==> config.mk <==
export PLATFORM = sky130hd
export DESIGN_NAME = seven_seg_digit_scanner
export DESIGN_NICKNAME = d
export VERILOG_FILES = /design/src/rtl/seven_seg_digit_scanner.sv
export SDC_FILE = /design/constraint.sdc
export NUM_CORES = 1
export LEC_CHECK = 0
export ABC_AREA = 1
export BUFFER_PORTS_ARGS = -buffer_cell sky130_fd_sc_hd__buf_2
export CAP_MARGIN = 20
export CORE_ASPECT_RATIO = 0.9
export CORE_MARGIN = 1
export CORE_UTILIZATION = 35
export CTS_CLUSTER_SIZE = 30
export DETAILED_ROUTE_END_ITERATION = 8
export PLACE_DENSITY = 0.59
export SYNTH_ARGS = -nofsm -noshare
export SYNTH_HDL_FRONTEND = slang
export SYNTH_SLANG_ARGS = --single-unit
==> constraint.sdc <==
create_clock -name clk -period 4 [get_ports clk]
set_input_delay 0.6 -clock clk [delete_from_list [all_inputs] [get_ports clk]]
set_output_delay 0.6 -clock clk [all_outputs]
set_load 0.1 [all_outputs]
==> src/rtl/seven_seg_digit_scanner.sv <==
// Multiplexed seven-segment digit scanner with a shadow-buffered value and blank guards.
// Define SEVEN_SEG_SCANNER_LEADING_ZERO_BLANK_EN to darken leading zero digits.
module seven_seg_digit_scanner #(
  parameter int NUM_DIGITS   = 4,
  parameter int REFRESH_DIV  = 50000,
  parameter int BLANK_CYCLES = 2
) (
  input  logic                    clk,
  input  logic                    rst_n,
  input  logic                    enable,
  input  logic                    load,
  input  logic [4*NUM_DIGITS-1:0] digits_in,
  output logic [3:0]              numeral_bit,
  output logic [NUM_DIGITS-1:0]   digit_sel,
  output logic                    frame_done
);

  localparam int DW   = 4 * NUM_DIGITS;
  localparam int CMAX = (REFRESH_DIV > BLANK_CYCLES) ?
                        REFRESH_DIV : BLANK_CYCLES;
  localparam int CW   = $clog2(CMAX + 1);
  localparam int IW   = $clog2(NUM_DIGITS);

  localparam logic [CW-1:0] SHOW_LAST  = CW'(REFRESH_DIV - 1);
  localparam logic [CW-1:0] BLANK_LAST = CW'(BLANK_CYCLES - 1);
  localparam logic [IW-1:0] IDX_LAST   = IW'(NUM_DIGITS - 1);

  typedef enum logic [1:0] {
    IDLE,
    BLANK,
    SHOW
  } state_e;

  localparam state_e ENTRY = (BLANK_CYCLES == 0) ? SHOW : BLANK;

  state_e          state_q, state_d;
  logic [IW-1:0]   idx_q, idx_d;
  logic [CW-1:0]   cnt_q, cnt_d;
  logic [DW-1:0]   shadow_q, shadow_d;
  logic [DW-1:0]   active_q, active_d;
  logic            pending_q, pending_d;
  logic [3:0]      num_d;
  logic [NUM_DIGITS-1:0] sel_d;
  logic            start;
  logic            wrap;

  always_comb begin
    state_d = state_q;
    idx_d   = idx_q;
    cnt_d   = cnt_q;
    start   = 1'b0;
    wrap    = 1'b0;
    if (!enable) begin
      state_d = IDLE;
      idx_d   = '0;
      cnt_d   = '0;
    end else begin
      unique case (state_q)
        IDLE: begin
          state_d = ENTRY;
          idx_d   = '0;
          cnt_d   = '0;
          start   = 1'b1;
        end
        BLANK: begin
          if (cnt_q == BLANK_LAST) begin
            state_d = SHOW;
            cnt_d   = '0;
          end else begin
            cnt_d = cnt_q + 1'b1;
          end
        end
        SHOW: begin
          if (cnt_q == SHOW_LAST) begin
            state_d = ENTRY;
            cnt_d   = '0;
            if (idx_q == IDX_LAST) begin
              idx_d = '0;
              wrap  = 1'b1;
              start = 1'b1;
            end else begin
              idx_d = idx_q + 1'b1;
            end
          end else begin
            cnt_d = cnt_q + 1'b1;
          end
        end
        default: state_d = IDLE;
      endcase
    end
  end

  // Frame start promotes the pre-edge shadow; a coincident load stays pending.
  always_comb begin
    shadow_d  = load ? digits_in : shadow_q;
    active_d  = active_q;
    pending_d = pending_q;
    if (start && pending_q) begin
      active_d  = shadow_q;
      pending_d = 1'b0;
    end
    if (load) pending_d = 1'b1;
  end

`ifdef SEVEN_SEG_SCANNER_LEADING_ZERO_BLANK_EN
  logic [NUM_DIGITS-1:0] upper_zero;
  always_comb begin
    logic acc;
    acc        = 1'b1;
    upper_zero = '0;
    for (int k = NUM_DIGITS - 1; k >= 0; k--) begin
      acc           = acc && (active_d[4*k +: 4] == 4'h0);
      upper_zero[k] = acc;
    end
  end
`endif

  always_comb begin
    num_d = 4'h0;
    sel_d = '0;
    if (state_d != IDLE) num_d = active_d[{idx_d, 2'b00} +: 4];
    if (state_d == SHOW) sel_d = NUM_DIGITS'(1) << idx_d;
`ifdef SEVEN_SEG_SCANNER_LEADING_ZERO_BLANK_EN
    if (idx_d != '0 && upper_zero[idx_d]) sel_d = '0;
`endif
  end

  always_ff @(posedge clk or negedge rst_n) begin
    if (!rst_n) begin
      state_q     <= IDLE;
      idx_q       <= '0;
      cnt_q       <= '0;
      shadow_q    <= '0;
      active_q    <= '0;
      pending_q   <= 1'b0;
      numeral_bit <= 4'h0;
      digit_sel   <= '0;
      frame_done  <= 1'b0;
    end else begin
      state_q     <= state_d;
      idx_q       <= idx_d;
      cnt_q       <= cnt_d;
      shadow_q    <= shadow_d;
      active_q    <= active_d;
      pending_q   <= pending_d;
      numeral_bit <= num_d;
      digit_sel   <= sel_d;
      frame_done  <= wrap;
    end
  end

endmodule

Word level (Yosys, flattened, before mapping):

Cells that the tools add are included.

* register bits: 62
* bits of input ports: 20
* output and inout bits: 9
* logic and storage cells: 47

* $add $sub $neg: 2
* equal/unequal tests: 7
* shift operators: 2
* mux-type cells: 23
* reductions and logical operators: 4

Operator list (count)
* $mux 16: 4
* $pmux 16 s3: 1
* $add 16x1->16 const B: 1
* $eq 16x1->1 const B: 1
* $eq 16x16->1 const B: 1
* $shiftx 16x5->4: 1
* $mux 2: 6
* $mux 4: 2
* $mux 1: 7
* $eq 2x2->1 const B: 3
* $pmux 2 s3: 1
* $ne 4x1->1 const B: 1
* $pmux 2 s2: 1
* $reduce_bool 2->1: 2
* $shl 1x2->4 const A: 1
* $add 2x1->2 const B: 1
* $eq 2x1->1 const B: 1
* $logic_not 2->1: 1
* $pmux 1 s2: 1
* $logic_and 1x1->1: 1

Logic depth before layout (Yosys ltp):

Gate-level depths: netlist of the first run.

* depth in word-level cells: 9
* depth in mapped cells: 15
* depth with buffers taken out: 14

Worst setup path before layout of the first run:

OpenSTA, ideal clock, no wires.

* kind: register to register
* start: reg state_q[0]
* end: reg numeral_bit[3]
* library setup time: 126 ps
* data arrival time: 1708 ps
* required time: 3874 ps
* slack: 2167 ps
* stages on the path, launching flop included: 16
* path buffers: 2
* clock period less this slack: 1833 ps
* cell sequence: dfrtp_1 > inv_1 > ha_1 > buf_2 > nand2_1 > nor2_1 > nand3_2 > nand2_4 > nand2_4 > buf_6 > nand2_2 > nand2_2 > nand2_1 > nand2_1 > nor2_1 > nor2_1

* longest elaborated chain between the ends: 7
* elaborated cells on any way between the ends: 16
* those cells by class: eq/ne (2); shift (1); mux (10); reduce/logical (3)

Ends and longest elaborated chain
* start, declared: line 36 `state_e state_q, state_d;`
* start signal, assigned: line 140 `state_q <= state_d;`
* $eq 2x2->1 or $logic_not 2->1 (tied branches): line 58 `unique case (state_q)`
* $pmux 1 s2 *: line 58
* $mux 1 *: line 53 `if (!enable) begin`
* $logic_and 1x1->1 *: line 98 `if (start && pending_q) begin`
* $mux 16 *: line 98
* via active_d[11]: line 40 `logic [DW-1:0] active_q, active_d;`
* $shiftx 16x5->4 *: line 121 `if (state_d != IDLE) num_d = active_d[{idx_d, 2'b00} +: 4];`
* $mux 4 *: line 121
* via num_d[3]: line 42 `logic [3:0] num_d;`
* end signal, assigned: line 146 `numeral_bit <= num_d;`
* end, declared: line 13 `output logic [3:0] numeral_bit,`

The timed path passes the listed nets; every way through them passes the cells marked *.
A chain may end at the register's enable or synchronous reset.

Worst setup path in the final report of the first run:

Ends and elaborated chain as after synthesis.

==> results of run 1 <==
layout make-up:
class | instances | area [um^2]
Clock buffer | 10 | 138
Multi-Input combinational cell | 280 | 1400
Fill cell | 894 | 5030
Clock inverter | 6 | 93.8
Timing Repair Buffer | 29 | 148
Tap cell | 119 | 149
Inverter | 36 | 135
Sequential cell | 62 | 1550
through the flow:
stage	hold WS (ps)	util, %	cells
final	359	41.8	542
after global routing	410	41.8	542
after CTS	370	41.8	542
after global placement	457	39.2	526
after floorplan	304	-	387
after detailed placement	457	39.2	526
state kept, by name (all words and copies together) (netlist names):
signal       cells
numeral_bit      4
shadow_q        16
cnt_q           16
frame_done       1
active_q        16
pending_q        1
idx_q            2
digit_sel        4
state_q          2
power groups by stage:
stage / Combinational, mW / Sequential [mW] / Clock [mW]
3_3_place_gp: 0.190 / 0.724 / 0
4_1_cts: 0.193 / 0.712 / 0.653
6_report: 0.190 / 0.712 / 0.634
3_5_place_dp: 0.193 / 0.723 / 0
5_1_grt: 0.217 / 0.719 / 0.681
2_1_floorplan: 0.117 / 0.745 / 0
layer usage:
metal | global-route usage, % | vias to the layer above | part of all wire [%]
met5 | 0 | - | 0
met2 | 23.3 | 58 | 43
met4 | 7.26 | 0 | 1.9
met1 | 22.9 | 1148 | 50
met3 | 3.89 | 12 | 5.0
li1 | - | 1279 | -
how the worst max path moves through the flow:
stage,to,slack (ps),depth (start not counted)
floorplan,numeral_bit[3]$_DFF_PN0_,2170,15
global placement,numeral_bit[2]$_DFF_PN0_,1910,13
detailed placement,numeral_bit[3]$_DFF_PN0_,1820,13
CTS,numeral_bit[3]$_DFF_PN0_,1790,13
global route,numeral_bit[1]$_DFF_PN0_,1560,13
finish,numeral_bit[3]$_DFF_PN0_,1760,13
synthesized netlist by cell type:
cell type and n:
clkbuf_1 4, nand2_4 2, inv_2 5, nand3_1 31, a21boi_0 1, o22ai_1 4, nor3_1 9, xor2_1 11
dfrtp_1 62, nor2_2 8, nor4_1 1, a21oi_2 2, nor2_4 2, buf_2 3, ha_1 7, o21ai_0 6
clkinv_1 1, o31ai_1 2, nand2_1 124, nand2_2 26, nand4_1 4, a21oi_1 3, nor2_1 34, buf_6 2
inv_1 30, nand3_2 2, a22oi_1 1
cells by family (layout without fill, tap and decap cells):
group / after synthesis / in the layout
buffers and inverters: 45 / 81
xor gates and xnor gates: 11 / 11
adders and majority gates: 7 / 7
DFF: 62 / 62
and+or+nand+nor: 243 / 243
AOI/OAI and AO/OA: 19 / 19
worst max-delay path: stages, from the launching register on:
cell,delay [ps]
dfrtp_1,420
inv_1,120
ha_1,340
nand2_1,100
nor2_1,140
nand3_2,140
nand2_4,190
nand2_4,190
nand2_1,140
nand2_1,70
nand2_1,70
nand2_1,50
nor2_1,90
nor2_1,50
==> impl_metrics.ini, run 1 <==
[run_status]
outcome = completed

[power_and_ir_drop]
peakVddDrop_mv = 0.189
pwr-share-clk_pct = 41.3
finalPower_mw = 1.54
p_sw_share_pct = 27.9
combPwrFrac_pct = 12.4
p_int_mw = 1.11
p_sw_uw = 429
p_per_area_nw_per_um2 = 425
power_frac_seq_pct = 46.3
p_leak_nw = 1.84

[timing]
rsz0062_at_grt = no
max_freq_mhz = 446
post-route-period-util_pct = 56.0
setup-tns-final_ps = 0
skew_ps = 13.9
slew_viol_final = 0
setup_violations = 0
tightest_slew_ps = 844
slew_headroom_pct = 43.7
setup_ws_ps = 1760
hold_violations = 0
period_needed_ps = 2240

[worst_setup_path]
endpoint_kind = register
r2r_end = numeral_bit[3]$_DFF_PN0_
worstPathRequired_ps = 4220
cp-start-kind = register
worst-r2r-setup-slack_ps = 1760
reg2reg_depth = 13
critPathArrivalTime_ps = 2470
r2r_start = state_q[0]$_DFF_PN0_
crit_fanout = 17
startpoint = state_q[0]$_DFF_PN0_
critPathKind = register to register

[synth]
synth_cells = 387
synth_xor_area_share_pct = 3.07
synthSimpleGateAreaFrac_pct = 35.1
seq_area_frac_synth_pct = 49.4
synthAdderAreaFrac_pct = 2.79
synth-seq-cells = 62
avgSynthCellArea_um2 = 8.12
syn-num-nets = 414
ys_warn_count = 0
synth_cell_type_count = 27
synth_largest_area_cell = dfrtp_1
synth_compound_area_share_pct = 3.74
synth_top_family_by_area = simple AND/OR/NAND/NOR gates
ys_top_cells_by_area = dfrtp_1, nand2_1, nand2_2
syn_area_um2 = 3140
yosysTopAreaCellShare_pct = 49.4
muxShareOfSynthArea_pct = 0

[cts]
cts.sinks = 62
htreeDepth = 3
cts_root_buf = clkbuf_8
tritoncts = done
ctsResizeCount = 0
post-cts-setup-buffers = 0
holdBufCountCts = 0
cts_made_buffers = 9
cts_buffer_depth = 2
clock_latency_ps = 350
cts.reportedPaths.clkPinSlew_ps = 80

[place]
dp.final_hpwl_um = 4810
placedInstanceArea_um2 = 3390
gp_congestion = 0.807
dp_slack_ps = 1820
port_buffers = 28

[hold_path]
min_path_type = input port to async pin

[routing]
wl_um = 6610
via_count = 2497
drc = 0
drt_pass1_iterations = 4
via_per_inst = 4.61
wl_per_cell_um = 12.2
detail-route-antenna-nets = 0
drt-initial-drc-count = 138

[global_route]
gr-total-overflow = 0
grt_max_degree = 38
grt_use_total_pct = 16.2
antenna_found_initial = 0
grt_pass1_wl_um = 11600
grt_pass1_vias = 2476

[cells_and_area]
postLayoutCellArea_um2 = 3620
num_antenna_cells = 0
final_cell_mix = nand2_1, dfrtp_1, nor2_1
nets = 445
final_common_cell = nand2_1
drive_above_1_share_pct = 21.7
synthToLayoutAreaGrowth_pct = 15.1

[floorplanning]
die_h_um = 91.9
io_pins = 29
chipWidth_um = 102
num_rows = 32
initial_core_util_pct = 36.3
core-area_um2 = 8650
dieArea_um2 = 9360

[flow_run]
drv_cap = 0
(Power assumes the default switching activity.)
==> run 2, diff against run 1 <==
- clock period: 4 -> 2.25 ns (I/O delays scaled with it)
==> run 2 against run 1 <==
Maximum frequency increased by 11%. Wire length shrank 1.5%. Combinational power is 84% higher. Sequential share of layout area fell by 0.37 points. Core utilization up 0.36 points. Clock power up 59%. Die area unchanged. Flip-flop and latch count unchanged. Non-clock buffer count grew 2. Sequential power grew 78%. Critical endpoint is now numeral_bit[2]$_DFF_PN0_. Largest power group unchanged. Highest routed layer unchanged.
==> impl_metrics.ini, run 2 (synthesis results as in run 1) <==
[run_status]
outcome = completed

[global_route]
grt_max_degree = 38
gr-total-overflow = 0
grt_use_total_pct = 15.6
grt_pass1_vias = 2358
grt_pass1_wl_um = 11300
antenna_found_initial = 0

[worst_setup_path]
endpoint_kind = register
cp-endpoint = numeral_bit[2]$_DFF_PN0_
r2r_end = numeral_bit[2]$_DFF_PN0_
slowest_delay_ps = 420
worst-r2r-setup-slack_ps = 230
cpMostUsedCell = nand2_1
cp-start-kind = register
worstPathCellList = inv_1 -> ha_4 -> nand2_1 -> nor2_1 -> nand3_2 -> nand2_8 -> nand2_8 -> nand2_1 -> nand2_1 -> nand2_1 -> nand2_1 -> nor2_1 -> nor2_1
critPathArrivalTime_ps = 2240
startpoint = state_q[0]$_DFF_PN0_
reg2reg_depth = 13
critPathKind = register to register
crit_fanout = 17
worstPathRequired_ps = 2470
r2r_start = state_q[0]$_DFF_PN0_
crit_slowest_cell = dfrtp_1

[cts]
post-cts-setup-buffers = 0
cts_buffer_depth = 2
clock_latency_ps = 350
cts.reportedPaths.clkPinSlew_ps = 80
cts.sinks = 62
cts_made_buffers = 9
tritoncts = done
cts_root_buf = clkbuf_8
htreeDepth = 3

[floorplanning]
io_pins = 29
num_rows = 32
die_h_um = 91.9
core-area_um2 = 8650
chipWidth_um = 102
dieArea_um2 = 9360
initial_core_util_pct = 36.3

[routing]
drt_pass1_iterations = 4
drt-initial-drc-count = 94
drc = 0
detail-route-antenna-nets = 0
via_count = 2471
wl_um = 6510
wl_per_cell_um = 12.0
via_per_inst = 4.54

[cells_and_area]
largestRegisters = active_q: 16 flops, cnt_q: 16 flops, shadow_q: 16 flops
utilization_pct = 42.2
final_cell_mix = nand2_1, dfrtp_1, nor2_1
synthToLayoutAreaGrowth_pct = 16.1
nFillCells = 915
final_common_cell = nand2_1
nets = 447
drive_above_1_share_pct = 22.4
num_antenna_cells = 0

[place]
dp.final_hpwl_um = 4730
port_buffers = 28
dp_slack_ps = 77.4
gp_congestion = 0.808

[timing]
period_needed_ps = 2020
hold_violations = 0
setup_violations = 0
slew_viol_final = 0
skew_ps = 11.4
hold_ws_ps = 7.43
max_freq_mhz = 495
post-route-period-util_pct = 89.8
tightest_slew_ps = 694
rsz0062_at_grt = no
setup-tns-final_ps = 0
setup_ws_ps = 230
slew_headroom_pct = 53.7

[power_and_ir_drop]
power_frac_seq_pct = 48.3
p_sw_uw = 782
p_sw_share_pct = 29.8
pwr-share-clk_pct = 38.4
peakVddDrop_mv = 0.362
p_int_mw = 1.84
p_leak_nw = 1.84
combPwrFrac_pct = 13.3
p_per_area_nw_per_um2 = 719

[flow_run]
drv_cap = 0

[hold_path]
min_path_type = input port to async pin
[run 2: stage by stage]
step | power [mW] | std cells | instance area (um^2)
after floorplan | 1.53 | 387 | 3140
after detailed placement | 1.64 | 528 | 3410
after global placement | 1.63 | 528 | 3410
after global routing | 2.77 | 544 | 3650
final | 2.62 | 544 | 3650
after CTS | 2.65 | 544 | 3620
[run 2: metal layers]
metal | global-route usage, % | share of wire [%] | vias to the layer above
li1 | - | - | 1278
met2 | 23.0 | 44 | 41
met3 | 4.42 | 3.5 | 4
met1 | 22.1 | 52 | 1148
met5 | 0 | 0 | -
met4 | 4.64 | 0.89 | 0
[run 2: power groups by stage]
stage          Sequential (mW)  Combinational [mW]  Clock (mW)
2_1_floorplan             1.32               0.207           0
5_1_grt                   1.28               0.396        1.10
3_3_place_gp              1.29               0.342           0
3_5_place_dp              1.29               0.349           0
4_1_cts                   1.27               0.349        1.04
6_report                  1.27               0.349        1.01
[run 2: cell type report]
type / instances / area (um^2) / share of cell area, %
flip-flops and latches: 62 / 1550 / 42.5
multi-input cells: 280 / 1430 / 39.3
repair buffers: 31 / 175 / 4.80
well taps: 119 / 149 / 4.08
inverters: 36 / 135 / 3.70
clock buffers: 9 / 124 / 3.39
clock inverters: 7 / 81.3 / 2.23
[run 2: repair_timing]
item	CTS	global route
hold buffers	0	0
endpoints found under the setup margin	0	5
resized for setup	0	4
[run 2: critical path, delay by kind of cell (launching register included)]
kind | cells | cell delay, ps
adders and majority gates | 1 | 210
buffers and inverters | 1 | 150
DFF | 1 | 420
and+or+nand+nor | 11 | 1120
[run 2: how the worst min path moves through the flow]
stage / end / slack [ps] / cells past startpoint
after detailed placement: shadow_q[14]$_DFFE_PN0P_ / 400 / 1
after global placement: shadow_q[12]$_DFFE_PN0P_ / 400 / 1
after floorplan: active_q[0]$_DFF_PN0_ / 40 / 0
final: shadow_q[8]$_DFFE_PN0P_ / 7 / 1
after CTS: shadow_q[8]$_DFFE_PN0P_ / 20 / 1
after global routing: shadow_q[8]$_DFFE_PN0P_ / 30 / 1
==> run 3, diff against run 2 <==
- CELL_PAD_IN_SITES_DETAIL_PLACEMENT: unset -> 0
- CELL_PAD_IN_SITES_GLOBAL_PLACEMENT: unset -> 1
- PLACE_DENSITY: 0.59 -> 0.72
- clock period: 2.25 -> 2.3 ns (I/O delays scaled with it)
==> run 3 against run 2 <==
Power grew 4.6%. First-iteration DRC count grew 60%. Critical endpoint is now numeral_bit[1]$_DFF_PN0_. Register-to-register slack lost 20 ps. Die area is the same. Clock skew shrank 2.9 ps. Largest power group unchanged. Sequential share of layout area shrank 0.23 points. Largest cell class unchanged. Global-route usage grew 0.78 points.
==> impl_metrics.ini, run 3 (synthesis results as in run 1) <==
[power_and_ir_drop]
finalPower_mw = 2.74
p_leak_nw = 1.86
p_per_area_nw_per_um2 = 748
peakVddDrop_mv = 0.339

[global_route]
antenna_found_initial = 0
grt_use_total_pct = 16.4
grt_max_degree = 39
gr-total-overflow = 0
grt_pass1_wl_um = 11700
grt_pass1_vias = 2330

[routing]
wl_um = 6760
drt_pass1_iterations = 4
wl_per_cell_um = 12.4
via_count = 2474
via_per_inst = 4.55
drc = 0
drt-initial-drc-count = 150
detail-route-antenna-nets = 0

[worst_setup_path]
critPathKind = register to register
cpMostUsedCell = nand2_1
crit_fanout = 17
crit_family = simple AND/OR/NAND/NOR gates
worst-r2r-setup-slack_ps = 210
cp-start-kind = register
path_buf_inv = 1
slowest_delay_ps = 420
worstPathRequired_ps = 2520
crit_slowest_cell = dfrtp_1
worstPathCellList = inv_1 -> ha_2 -> nand2_1 -> nor2_1 -> nand3_2 -> nand2_4 -> nand2_8 -> nand2_1 -> nand2_1 -> nand2_1 -> nand2_1 -> nor2_1 -> nor2_1
endpoint_kind = register
critPathArrivalTime_ps = 2310

[cells_and_area]
synthToLayoutAreaGrowth_pct = 16.8
final_cell_mix = nand2_1, dfrtp_1, nor2_1
multi_input_area_um2 = 1420
num_antenna_cells = 0
nets = 447
nFillCells = 884
largestRegisters = active_q: 16 flops, cnt_q: 16 flops, shadow_q: 16 flops
drive_above_1_share_pct = 22.4
regArea_um2 = 1550
final_common_cell = nand2_1

[timing]
skew_ps = 8.49
setup_violations = 0
slew_viol_final = 0
setup-tns-final_ps = 0
period_needed_ps = 2090
hold_violations = 0
tightest_slew_ps = 655
rsz0062_at_grt = no
post-route-period-util_pct = 91.0
max_freq_mhz = 478
setup_ws_ps = 207
slew_headroom_pct = 56.3
hold_ws_ps = 40.5

[floorplanning]
chipWidth_um = 102
io_pins = 29
core-area_um2 = 8650
num_rows = 32
initial_core_util_pct = 36.3
dieArea_um2 = 9360
die_h_um = 91.9

[cts]
post-cts-setup-buffers = 0
cts_root_buf = clkbuf_8
tritoncts = done
cts.sinks = 62
cts_made_buffers = 9
cts_buffer_depth = 2
htreeDepth = 3
cts.reportedPaths.clkPinSlew_ps = 70
clock_latency_ps = 330

[run_status]
outcome = completed

[place]
port_buffers = 28
dp.final_hpwl_um = 5040
dp_slack_ps = 92.5
gp_congestion = 0.804

[hold_path]
min_path_type = input port to async pin

[flow_run]
drv_cap = 0
## run 3: changes by cell type in the layout (fill, tap and decap cells not counted), sizes merged
cell    previous run  this run
inv               37        36
clkinv             4         3
bufinv             1         3
## run 3: timing repair
action | in CTS | in global routing
hold buffers | 0 | 0
gates resized for setup | 0 | 2
endpoints found under the setup margin | 0 | 4
## run 3: worst paths after layout
check | start | to | cells after the start
max in group asynchronous | rst_n | active_q[10]$_DFF_PN0_ | 2
setup / recovery | state_q[0]$_DFF_PN0_ | numeral_bit[1]$_DFF_PN0_ | 13
hold / removal | rst_n | cnt_q[7]$_DFFE_PN0P_ | 1
min in group clk | digits_in[4] | shadow_q[4]$_DFFE_PN0P_ | 3
hold reg to reg | active_q[9]$_DFF_PN0_ | active_q[9]$_DFF_PN0_ | 2
setup reg to reg | state_q[0]$_DFF_PN0_ | numeral_bit[1]$_DFF_PN0_ | 13
## run 3: cell type report
class | count | area share [%]
sequential | 62 | 42.3
multi-input combinational | 280 | 38.6
timing repair buffer | 31 | 4.77
tap | 119 | 4.06
inverter | 36 | 3.68
clock buffer | 9 | 3.38
clock inverter | 7 | 3.27
## run 3: metal layers
| metal | track usage, % | part of all wire (%) |
|---|---|---|
| met5 | 0 | 0 |
| met4 | 6.79 | 0.78 |
| met3 | 3.20 | 3.3 |
| met2 | 21.9 | 42 |
| met1 | 25.3 | 54 |
## run 3: through the flow
| step | instance area, um^2 | instances | util, % |
|---|---|---|---|
| detailed placement | 3410 | 528 | 39.5 |
| global placement | 3410 | 528 | 39.5 |
| CTS | 3660 | 544 | 42.3 |
| floorplan | 3140 | 387 | - |
| global route | 3670 | 544 | 42.4 |
| finish | 3670 | 544 | 42.4 |
## run 3: where the power goes
| part | switching [mW] | leakage, nW | internal [mW] |
|---|---|---|---|
| combinational | 0.241 | 0.931 | 0.101 |
| clock | 0.441 | 0.120 | 0.723 |
| sequential | 0.0525 | 0.809 | 1.19 |
